### src/rtl/datamover_pkg.sv
// Shared DataMover definitions: the 72-bit command layout, status bit positions,
// the S2MM writer state encoding and small field helpers.
package datamover_pkg;

  typedef struct packed {
    logic [3:0]  rsvd;
    logic [3:0]  tag;
    logic [31:0] saddr;
    logic        drr;
    logic        eof;
    logic [5:0]  dsa;
    logic        incr;
    logic [22:0] btt;
  } dm_cmd_t;

  localparam logic CMD_INCR = 1'b1;
  localparam logic CMD_EOF  = 1'b1;

  localparam int STS_OKAY   = 7;
  localparam int STS_SLVERR = 6;
  localparam int STS_DECERR = 5;
  localparam int STS_INTERR = 4;
  localparam int STS_TAG_HI = 3;
  localparam int STS_TAG_LO = 0;

  typedef enum logic [2:0] {
    ST_IDLE = 3'd0,
    ST_CMD  = 3'd1,
    ST_DATA = 3'd2,
    ST_STS  = 3'd3,
    ST_DONE = 3'd4
  } dm_state_e;

  // Byte-enable mask for the final beat of a burst of len bytes.
  function automatic logic [7:0] last_keep(input logic [2:0] len);
    logic [7:0] keep;
    if (len == 3'd0) begin
      keep = 8'hFF;
    end else begin
      keep = (8'h01 << len) - 8'h01;
    end
    return keep;
  endfunction

  function automatic logic sts_error(input logic [7:0] sts, input logic [3:0] tag);
    return (sts[STS_TAG_HI:STS_TAG_LO] != tag) || !sts[STS_OKAY] ||
           sts[STS_SLVERR] || sts[STS_DECERR] || sts[STS_INTERR];
  endfunction

endpackage

### src/rtl/datamover_s2mm_writer_if.sv
// Requester, command, data and status streams of the S2MM write front end.
interface datamover_s2mm_writer_if;
  logic        i_wr_cmd_req;
  logic [31:0] i_wr_cmd_addr;
  logic [22:0] i_wr_cmd_length;
  logic        o_wr_cmd_ack;
  logic        i_wr_data_valid;
  logic [63:0] i_wr_data;
  logic        o_wr_data_ready;
  logic        o_wr_data_finish;
  logic        o_wr_err;
  logic [7:0]  o_wr_sts;
  logic        o_busy;
  logic        o_s2mm_wr_cmd_tvalid;
  logic        i_s2mm_wr_cmd_tready;
  logic [71:0] o_s2mm_wr_cmd_tdata;
  logic [63:0] o_s2mm_wr_tdata;
  logic [7:0]  o_s2mm_wr_tkeep;
  logic        o_s2mm_wr_tlast;
  logic        o_s2mm_wr_tvalid;
  logic        i_s2mm_wr_tready;
  logic        i_s2mm_sts_tvalid;
  logic [7:0]  i_s2mm_sts_tdata;
  logic        i_s2mm_sts_tkeep;
  logic        i_s2mm_sts_tlast;
  logic        o_s2mm_sts_tready;

  modport slave (
    input  i_wr_cmd_req, i_wr_cmd_addr, i_wr_cmd_length, i_wr_data_valid, i_wr_data,
           i_s2mm_wr_cmd_tready, i_s2mm_wr_tready, i_s2mm_sts_tvalid, i_s2mm_sts_tdata,
           i_s2mm_sts_tkeep, i_s2mm_sts_tlast,
    output o_wr_cmd_ack, o_wr_data_ready, o_wr_data_finish, o_wr_err, o_wr_sts, o_busy,
           o_s2mm_wr_cmd_tvalid, o_s2mm_wr_cmd_tdata, o_s2mm_wr_tdata, o_s2mm_wr_tkeep,
           o_s2mm_wr_tlast, o_s2mm_wr_tvalid, o_s2mm_sts_tready
  );

  modport master (
    output i_wr_cmd_req, i_wr_cmd_addr, i_wr_cmd_length, i_wr_data_valid, i_wr_data,
           i_s2mm_wr_cmd_tready, i_s2mm_wr_tready, i_s2mm_sts_tvalid, i_s2mm_sts_tdata,
           i_s2mm_sts_tkeep, i_s2mm_sts_tlast,
    input  o_wr_cmd_ack, o_wr_data_ready, o_wr_data_finish, o_wr_err, o_wr_sts, o_busy,
           o_s2mm_wr_cmd_tvalid, o_s2mm_wr_cmd_tdata, o_s2mm_wr_tdata, o_s2mm_wr_tkeep,
           o_s2mm_wr_tlast, o_s2mm_wr_tvalid, o_s2mm_sts_tready
  );
endinterface

### src/rtl/datamover_s2mm_writer.sv
// S2MM write front end: validates a request, issues one DataMover command,
// passes the data burst through with tkeep/tlast and checks the returned status.
module datamover_s2mm_writer
  import datamover_pkg::*;
#(
  parameter int STS_TIMEOUT = 4096
) (
  input  logic                           clk,
  input  logic                           rst_n,
  datamover_s2mm_writer_if.slave         bus
);

  localparam int TMO_W = (STS_TIMEOUT > 2) ? $clog2(STS_TIMEOUT) : 1;

  dm_state_e   r_state;
  dm_state_e   w_next;
  logic [31:0] r_addr;
  logic [22:0] r_len;
  logic [3:0]  r_tag;
  logic [3:0]  r_cmd_tag;
  logic [20:0] r_beats;
  logic [TMO_W-1:0] r_tmo;
  logic        r_err;
  logic [7:0]  r_sts;
  logic        r_ack;

  logic        w_req_ok;
  logic [23:0] w_len_p7;
  logic        w_last;
  logic        w_beat_hs;
  logic        w_tmo_hit;
  dm_cmd_t     w_cmd;

  assign w_req_ok  = (bus.i_wr_cmd_length != 23'd0) && (bus.i_wr_cmd_addr[2:0] == 3'd0);
  assign w_len_p7  = {1'b0, bus.i_wr_cmd_length} + 24'd7;
  assign w_last    = (r_beats == 21'd1);
  assign w_beat_hs = (r_state == ST_DATA) && bus.i_wr_data_valid && bus.i_s2mm_wr_tready;
  assign w_tmo_hit = (r_tmo == TMO_W'(STS_TIMEOUT - 1));

  always_comb begin
    w_cmd       = '0;
    w_cmd.btt   = r_len;
    w_cmd.incr  = CMD_INCR;
    w_cmd.eof   = CMD_EOF;
    w_cmd.saddr = r_addr;
    w_cmd.tag   = r_tag;
  end

  // State register.
  always_ff @(posedge clk or negedge rst_n) begin
    if (!rst_n) begin
      r_state <= ST_IDLE;
    end else begin
      r_state <= w_next;
    end
  end

  // Next-state decode.
  always_comb begin
    w_next = r_state;
    case (r_state)
      ST_IDLE: begin
        if (bus.i_wr_cmd_req) begin
          w_next = w_req_ok ? ST_CMD : ST_DONE;
        end else begin
          w_next = ST_IDLE;
        end
      end
      ST_CMD: begin
        if (bus.i_s2mm_wr_cmd_tready) begin
          w_next = ST_DATA;
        end else begin
          w_next = ST_CMD;
        end
      end
      ST_DATA: begin
        if (w_beat_hs && w_last) begin
          w_next = ST_STS;
        end else begin
          w_next = ST_DATA;
        end
      end
      ST_STS: begin
        if (bus.i_s2mm_sts_tvalid || w_tmo_hit) begin
          w_next = ST_DONE;
        end else begin
          w_next = ST_STS;
        end
      end
      ST_DONE: w_next = ST_IDLE;
      default: w_next = ST_IDLE;
    endcase
  end

  // Request latch, tag, beat and timeout counters, completion status.
  always_ff @(posedge clk or negedge rst_n) begin
    if (!rst_n) begin
      r_addr    <= 32'd0;
      r_len     <= 23'd0;
      r_tag     <= 4'd0;
      r_cmd_tag <= 4'd0;
      r_beats   <= 21'd0;
      r_tmo     <= '0;
      r_err     <= 1'b0;
      r_sts     <= 8'h00;
      r_ack     <= 1'b0;
    end else begin
      r_ack <= 1'b0;
      if (r_state != ST_STS) begin
        r_tmo <= '0;
      end
      case (r_state)
        ST_IDLE: begin
          if (bus.i_wr_cmd_req) begin
            r_ack   <= 1'b1;
            r_addr  <= bus.i_wr_cmd_addr;
            r_len   <= bus.i_wr_cmd_length;
            r_beats <= w_len_p7[23:3];
            if (!w_req_ok) begin
              r_err <= 1'b1;
              r_sts <= 8'h00;
            end
          end
        end
        ST_CMD: begin
          if (bus.i_s2mm_wr_cmd_tready) begin
            r_cmd_tag <= r_tag;
            r_tag     <= r_tag + 4'd1;
          end
        end
        ST_DATA: begin
          if (w_beat_hs) begin
            r_beats <= r_beats - 21'd1;
          end
        end
        ST_STS: begin
          if (bus.i_s2mm_sts_tvalid) begin
            r_sts <= bus.i_s2mm_sts_tdata;
            r_err <= sts_error(bus.i_s2mm_sts_tdata, r_cmd_tag);
          end else if (w_tmo_hit) begin
            r_sts <= 8'h00;
            r_err <= 1'b1;
          end else begin
            r_tmo <= r_tmo + TMO_W'(1);
          end
        end
        ST_DONE: r_err <= r_err;
        default: r_err <= r_err;
      endcase
    end
  end

  // Output decode; the data path is a pure pass-through gated by the DATA state.
  always_comb begin
    bus.o_wr_cmd_ack         = r_ack;
    bus.o_busy               = (r_state != ST_IDLE);
    bus.o_wr_data_finish     = (r_state == ST_DONE);
    bus.o_wr_err             = (r_state == ST_DONE) && r_err;
    bus.o_wr_sts             = r_sts;
    bus.o_s2mm_wr_cmd_tvalid = (r_state == ST_CMD);
    bus.o_s2mm_sts_tready    = (r_state == ST_STS);
    bus.o_s2mm_wr_cmd_tdata  = 72'd0;
    bus.o_s2mm_wr_tdata      = 64'd0;
    bus.o_s2mm_wr_tvalid     = 1'b0;
    bus.o_wr_data_ready      = 1'b0;
    bus.o_s2mm_wr_tlast      = 1'b0;
    bus.o_s2mm_wr_tkeep      = 8'h00;
    if (r_state == ST_CMD) begin
      bus.o_s2mm_wr_cmd_tdata = w_cmd;
    end else begin
      bus.o_s2mm_wr_cmd_tdata = 72'd0;
    end
    if (r_state == ST_DATA) begin
      bus.o_s2mm_wr_tdata  = bus.i_wr_data;
      bus.o_s2mm_wr_tvalid = bus.i_wr_data_valid;
      bus.o_wr_data_ready  = bus.i_s2mm_wr_tready;
      bus.o_s2mm_wr_tlast  = w_last;
      bus.o_s2mm_wr_tkeep  = w_last ? last_keep(r_len[2:0]) : 8'hFF;
    end else begin
      bus.o_s2mm_wr_tlast  = 1'b0;
    end
  end

endmodule

### src/flat_wrapper.sv
// flat-port wrapper written by rule: the top's interface ports become plain ports
module datamover_s2mm_writer_flat import datamover_pkg::*;
#(
  parameter int STS_TIMEOUT = 4096
)
  (clk, rst_n, bus_i_wr_cmd_req, bus_i_wr_cmd_addr, bus_i_wr_cmd_length, bus_i_wr_data_valid, bus_i_wr_data, bus_i_s2mm_wr_cmd_tready, bus_i_s2mm_wr_tready, bus_i_s2mm_sts_tvalid, bus_i_s2mm_sts_tdata, bus_i_s2mm_sts_tkeep, bus_i_s2mm_sts_tlast, bus_o_wr_cmd_ack, bus_o_wr_data_ready, bus_o_wr_data_finish, bus_o_wr_err, bus_o_wr_sts, bus_o_busy, bus_o_s2mm_wr_cmd_tvalid, bus_o_s2mm_wr_cmd_tdata, bus_o_s2mm_wr_tdata, bus_o_s2mm_wr_tkeep, bus_o_s2mm_wr_tlast, bus_o_s2mm_wr_tvalid, bus_o_s2mm_sts_tready);
  datamover_s2mm_writer_if bus_i ();
  input  logic clk;
  input  logic rst_n;
  input wire logic [$bits(bus_i.i_wr_cmd_req)-1:0] bus_i_wr_cmd_req;
  input wire logic [$bits(bus_i.i_wr_cmd_addr)-1:0] bus_i_wr_cmd_addr;
  input wire logic [$bits(bus_i.i_wr_cmd_length)-1:0] bus_i_wr_cmd_length;
  input wire logic [$bits(bus_i.i_wr_data_valid)-1:0] bus_i_wr_data_valid;
  input wire logic [$bits(bus_i.i_wr_data)-1:0] bus_i_wr_data;
  input wire logic [$bits(bus_i.i_s2mm_wr_cmd_tready)-1:0] bus_i_s2mm_wr_cmd_tready;
  input wire logic [$bits(bus_i.i_s2mm_wr_tready)-1:0] bus_i_s2mm_wr_tready;
  input wire logic [$bits(bus_i.i_s2mm_sts_tvalid)-1:0] bus_i_s2mm_sts_tvalid;
  input wire logic [$bits(bus_i.i_s2mm_sts_tdata)-1:0] bus_i_s2mm_sts_tdata;
  input wire logic [$bits(bus_i.i_s2mm_sts_tkeep)-1:0] bus_i_s2mm_sts_tkeep;
  input wire logic [$bits(bus_i.i_s2mm_sts_tlast)-1:0] bus_i_s2mm_sts_tlast;
  output wire logic [$bits(bus_i.o_wr_cmd_ack)-1:0] bus_o_wr_cmd_ack;
  output wire logic [$bits(bus_i.o_wr_data_ready)-1:0] bus_o_wr_data_ready;
  output wire logic [$bits(bus_i.o_wr_data_finish)-1:0] bus_o_wr_data_finish;
  output wire logic [$bits(bus_i.o_wr_err)-1:0] bus_o_wr_err;
  output wire logic [$bits(bus_i.o_wr_sts)-1:0] bus_o_wr_sts;
  output wire logic [$bits(bus_i.o_busy)-1:0] bus_o_busy;
  output wire logic [$bits(bus_i.o_s2mm_wr_cmd_tvalid)-1:0] bus_o_s2mm_wr_cmd_tvalid;
  output wire logic [$bits(bus_i.o_s2mm_wr_cmd_tdata)-1:0] bus_o_s2mm_wr_cmd_tdata;
  output wire logic [$bits(bus_i.o_s2mm_wr_tdata)-1:0] bus_o_s2mm_wr_tdata;
  output wire logic [$bits(bus_i.o_s2mm_wr_tkeep)-1:0] bus_o_s2mm_wr_tkeep;
  output wire logic [$bits(bus_i.o_s2mm_wr_tlast)-1:0] bus_o_s2mm_wr_tlast;
  output wire logic [$bits(bus_i.o_s2mm_wr_tvalid)-1:0] bus_o_s2mm_wr_tvalid;
  output wire logic [$bits(bus_i.o_s2mm_sts_tready)-1:0] bus_o_s2mm_sts_tready;
  assign bus_i.i_wr_cmd_req = bus_i_wr_cmd_req;
  assign bus_i.i_wr_cmd_addr = bus_i_wr_cmd_addr;
  assign bus_i.i_wr_cmd_length = bus_i_wr_cmd_length;
  assign bus_i.i_wr_data_valid = bus_i_wr_data_valid;
  assign bus_i.i_wr_data = bus_i_wr_data;
  assign bus_i.i_s2mm_wr_cmd_tready = bus_i_s2mm_wr_cmd_tready;
  assign bus_i.i_s2mm_wr_tready = bus_i_s2mm_wr_tready;
  assign bus_i.i_s2mm_sts_tvalid = bus_i_s2mm_sts_tvalid;
  assign bus_i.i_s2mm_sts_tdata = bus_i_s2mm_sts_tdata;
  assign bus_i.i_s2mm_sts_tkeep = bus_i_s2mm_sts_tkeep;
  assign bus_i.i_s2mm_sts_tlast = bus_i_s2mm_sts_tlast;
  assign bus_o_wr_cmd_ack = bus_i.o_wr_cmd_ack;
  assign bus_o_wr_data_ready = bus_i.o_wr_data_ready;
  assign bus_o_wr_data_finish = bus_i.o_wr_data_finish;
  assign bus_o_wr_err = bus_i.o_wr_err;
  assign bus_o_wr_sts = bus_i.o_wr_sts;
  assign bus_o_busy = bus_i.o_busy;
  assign bus_o_s2mm_wr_cmd_tvalid = bus_i.o_s2mm_wr_cmd_tvalid;
  assign bus_o_s2mm_wr_cmd_tdata = bus_i.o_s2mm_wr_cmd_tdata;
  assign bus_o_s2mm_wr_tdata = bus_i.o_s2mm_wr_tdata;
  assign bus_o_s2mm_wr_tkeep = bus_i.o_s2mm_wr_tkeep;
  assign bus_o_s2mm_wr_tlast = bus_i.o_s2mm_wr_tlast;
  assign bus_o_s2mm_wr_tvalid = bus_i.o_s2mm_wr_tvalid;
  assign bus_o_s2mm_sts_tready = bus_i.o_s2mm_sts_tready;
  datamover_s2mm_writer #(.STS_TIMEOUT(STS_TIMEOUT)) u_core (.clk(clk), .rst_n(rst_n), .bus(bus_i));
endmodule
### config.mk
export PLATFORM = sky130hd
export DESIGN_NAME = datamover_s2mm_writer_flat
export DESIGN_NICKNAME = d
export VERILOG_FILES = /design/src/rtl/datamover_pkg.sv /design/src/rtl/datamover_s2mm_writer_if.sv /design/src/rtl/datamover_s2mm_writer.sv /design/src/flat_wrapper.sv
export SDC_FILE = /design/constraint.sdc
export NUM_CORES = 1
export LEC_CHECK = 0
export CAP_MARGIN = 20
export CORE_MARGIN = 5
export CORE_UTILIZATION = 45
export CTS_CLUSTER_SIZE = 16
export DETAILED_ROUTE_END_ITERATION = 10
export GPL_TIMING_DRIVEN = 0
export PLACE_DENSITY = 0.95
export SYNTH_ARGS = -nofsm -noshare
export SYNTH_HDL_FRONTEND = slang
export SYNTH_SLANG_ARGS = --single-unit
### constraint.sdc
create_clock -name clk -period 2.9 [get_ports clk]
set_input_delay 0.435 -clock clk [delete_from_list [all_inputs] [get_ports clk]]
set_output_delay 0.435 -clock clk [all_outputs]
set_load 0.01 [all_outputs]
==> summary.txt, run 1 <==
Setup path
  – Reg2reg path depth: 8
  – Max incr delay on CP: roughly 0.61 ns
  – CP cell instances: or4_4 -> nor2_4 -> nand2_1 -> nor4_4 -> buf_4 -> a21oi_1 -> dlygate4sd2_1
  – Critical path class: reg2out
  – Startpoint types: register
  – Reg-to-reg critical path startpoint: u_core.r_state[1]
  – R2r endpoint: u_core.r_len[3]
  – Delay-heaviest family, CP: simple AND/OR/NAND/NOR gates
  – WP data required: roughly 2.5 ns
  – Worst Setup End Kind: primary output
  – Slowest CP cell: or4_4
  – Worst path bufs/invs: 2
  – Setup slack, reg-to-reg: 0.40 ns
  – Crit-path max FO: 5
  – Worst endpoint data arrival time: approximately 2.4 ns

Outcome
  – Status: complete, no violations

Detailed routing
  – Iter 0 DRT Violations: roughly 520
  – Routed len/inst: 18.86 um
  – Detail Route Antenna Nets: 0
  – Post-Route WL: ~23 mm
  – DR pass1 iterations: 6
  – Via count: around 6700
  – Vias per inst: between 5 and 6
  – # DRC: 0

STA
  – Final Hold Violating Endpoints: 0
  – Final setup violating endpoints: 0
  – Slew Viols, Final: 0
  – Minimum clock period: roughly 2.8 ns
  – Relative slew slack: between 50% and 60%
  – Worst slew pin tran: about 0.74 ns
  – FMAX: around 350 MHz
  – Setup TNS: 0 ns
  – Tcrit/Tclk final: about 97%
  – Skew final: roughly 0.0071 ns

Power
  – P_sw: between 2000 and 3000 uW
  – Leakage: ~0.0044 uW
  – Combinational share of power: 45.3%
  – PD cells: 688.7 nW/um2
  – Max IR drop VDD: ~0.43 mV
  – Sw Ratio: about 40%
  – Clock network fraction of total power: between 10% and 20%
  – Internal power: a little over 4000 uW
  – Flop pwr share: between 30% and 40%

Floorplanning
  – Die H: 128.8 um
  – Row count: 43
  – Die Wd: ~130 um
  – Core Box Area: approximately 14000 um2
  – Ports: 297
  – Die area: between 15000 and 20000 um2
  – Initial Util: 45.77%

Final layout
  – Nets: 1201
  – Commonest non-fill, non-tap cells in the layout: clkdlybuf4s50_1, nand2_1, and2_1
  – Synth-to-layout area growth: 55.26%
  – Diode count: 0
  – Multi-input gate area: 3386 um2
  – FF+latch area: 2728 um2
  – Layout cells sized above 1: 7.974%
  – Commonest non-fill, non-tap cell in the layout: clkdlybuf4s50_1
  – Non-filler instance count after layout: around 1200
  – FILL cells: between 1000 and 1500

Synth
  – Syn Area/Cell: around 8.5 um2
  – EDFF count, synth: 0
  – Async set-or-reset flop fraction in the synthesized netlist: 100.0%
  – Mapped Cells: 750
  – Synth Flop Type: dfrtp_1
  – Post-synthesis cell type count: 64
  – Sequential-to-total area share from yosys stat: between 40% and 50%
  – Post-synthesis cell area: around 6400 um2
  – #FFs+latches synth: 109
  – Yosys warns: 0

Clock tree
  – CTS clk-pin slew, worst paths: around 0.07 ns
  – Num Clock Sinks: ~110
  – Cts hold-fix bufs: 0
  – CTS H-tree depth: 3
  – Num CTS Buffers: 9
  – Clk buf depth: 2
  – CTS Root Cell: clkbuf_16
  – CTS tree: built
  – Clock Latency Late Sink: 0.36 ns

Placed design
  – DP Cell Count: about 1200
  – GP Congestion: around 0.94
  – Dpl hpwl: 17.87 mm
  – Port Buf Inserts: around 280

Global routing
  – Vias in the first global route: 6747
  – Global route total overflow: 0
  – First-pass GRT wire length: ~36 mm
  – Initial antenna violation count: 0
  – Pin count of the biggest net entering global routing: 56
  – Total GRT Usage: a little over a quarter

Hold path
  – HP Class: in2async

Job
  – Max Cap Violations: 0
## how the worst max path moves through the flow
stage / start / endpoint / depth (start not counted) / slack, ns
6_report: u_core.r_beats[4] / bus_o_s2mm_wr_tkeep[6] / 7 / 0.08
2_1_floorplan: u_core.r_beats[6] / bus_o_s2mm_wr_tkeep[5] / 5 / 0.80
4_1_cts: u_core.r_state[1] / bus_o_s2mm_wr_cmd_tdata[4] / 4 / 0.01
3_3_place_gp: rst_n / u_core.bus.o_wr_cmd_ack / 1 / -2.73
3_5_place_dp: u_core.r_state[1] / bus_o_s2mm_wr_cmd_tdata[60] / 4 / -0.11
5_1_grt: u_core.r_beats[15] / bus_o_s2mm_wr_tkeep[6] / 6 / -0.02
## kinds of logic (layout without fill, tap and decap cells)
| family | Yosys count | after routing | share of synthesized area (%) |
|---|---|---|---|
| XOR/XNOR | 30 | 30 | 4.135 |
| AO/OA/AOI/OAI | 96 | 96 | 10.63 |
| AND/OR/NAND/NOR | 440 | 440 | 35.19 |
| buffers and inverters | 64 | 370 | 5.219 |
| multiplexers | 6 | 6 | 1.044 |
| adder cells (fa/ha/maj) | 4 | 4 | 0.7877 |
| flip-flops | 109 | 109 | 42.93 |
| other | 1 | 11 | 0.05902 |
## state kept, by name, indices dropped and copies added (netlist names)
name                     count
u_core.r_tag                 4
u_core.r_beats              21
u_core.r_err                 1
u_core.r_len                23
u_core.r_addr               32
u_core.r_state               3
u_core.r_tmo                12
u_core.bus.o_wr_cmd_ack      1
u_core.r_cmd_tag             4
u_core.bus.o_wr_sts          8
## repair_timing
action | in CTS | in global routing
setup endpoints to repair | 120 | 87
cloned | 0 | 0
buffers inserted | 2 | 5
pin swaps | 1 | 4
gates resized for setup | 26 | 11
## power groups by stage
stage | Clock [uW] | Sequential (uW) | Combinational [uW]
final | 1160 | 2560 | 3080
after CTS | 1160 | 2530 | 3050
after detailed placement | 0 | 2530 | 3000
after floorplan | 0 | 2410 | 1720
after global routing | 1220 | 2630 | 3370
after global placement | 0 | 2490 | 2890
## metrics by stage
step	setup slack (ns)	hold WS [ns]	utilization, %	instance area [um2]	total power (uW)
6_report	0.07538	0.1427	71.07	9864	6794
5_1_grt	-0.01759	0.1991	71.07	9864	7221
4_1_cts	0.01018	0.1633	70.53	9791	6740
3_5_place_dp	-0.1138	0.4544	68.18	9464	5532
3_3_place_gp	-2.735	0.4482	68.00	9439	5379
2_1_floorplan	0.8041	0.1394	-	6391	4126
## area by class of cell
| cell class | instances | share of cell area, % |
|---|---|---|
| multi-input cells | 587 | 34.32 |
| clock buffers | 10 | 2.321 |
| repair buffers | 290 | 29.49 |
| plain buffers | 54 | 3.171 |
| clock inverters | 6 | 0.3805 |
| well taps | 180 | 2.283 |
| flip-flops and latches | 109 | 27.65 |
| inverters | 10 | 0.3805 |
## synthesized netlist by cell type, types with 8 or more instances
library cell,number,area [um2]
a22o_1,8,70.07
nand4_1,9,56.30
clkbuf_1,28,105.1
o21ai_0,18,90.09
nand3_1,16,80.08
dfrtp_1,109,2728
nor2_1,30,112.6
nor4_1,11,68.82
and2_1,132,825.8
xnor2_1,8,70.07
xor2_1,22,192.7
inv_1,10,37.54
nor3_1,21,105.1
a21oi_1,26,130.1
buf_4,14,105.1
nand2_1,186,698.2
## routing by layer
metal	up-vias	part of all wire [%]	GRT usage (%)
li1	3127	-	-
met1	3139	35	29.28
met2	372	51	49.39
met3	57	11	8.842
met4	0	3.3	10.19
met5	-	0	0
Power figures use the tool's default switching activity.
==> run 2, diff against run 1 <==
- CAP_MARGIN: 20 -> 5
==> results of run 2 <==
No change in the layout: final DEF, timing and power equal those of run 1.
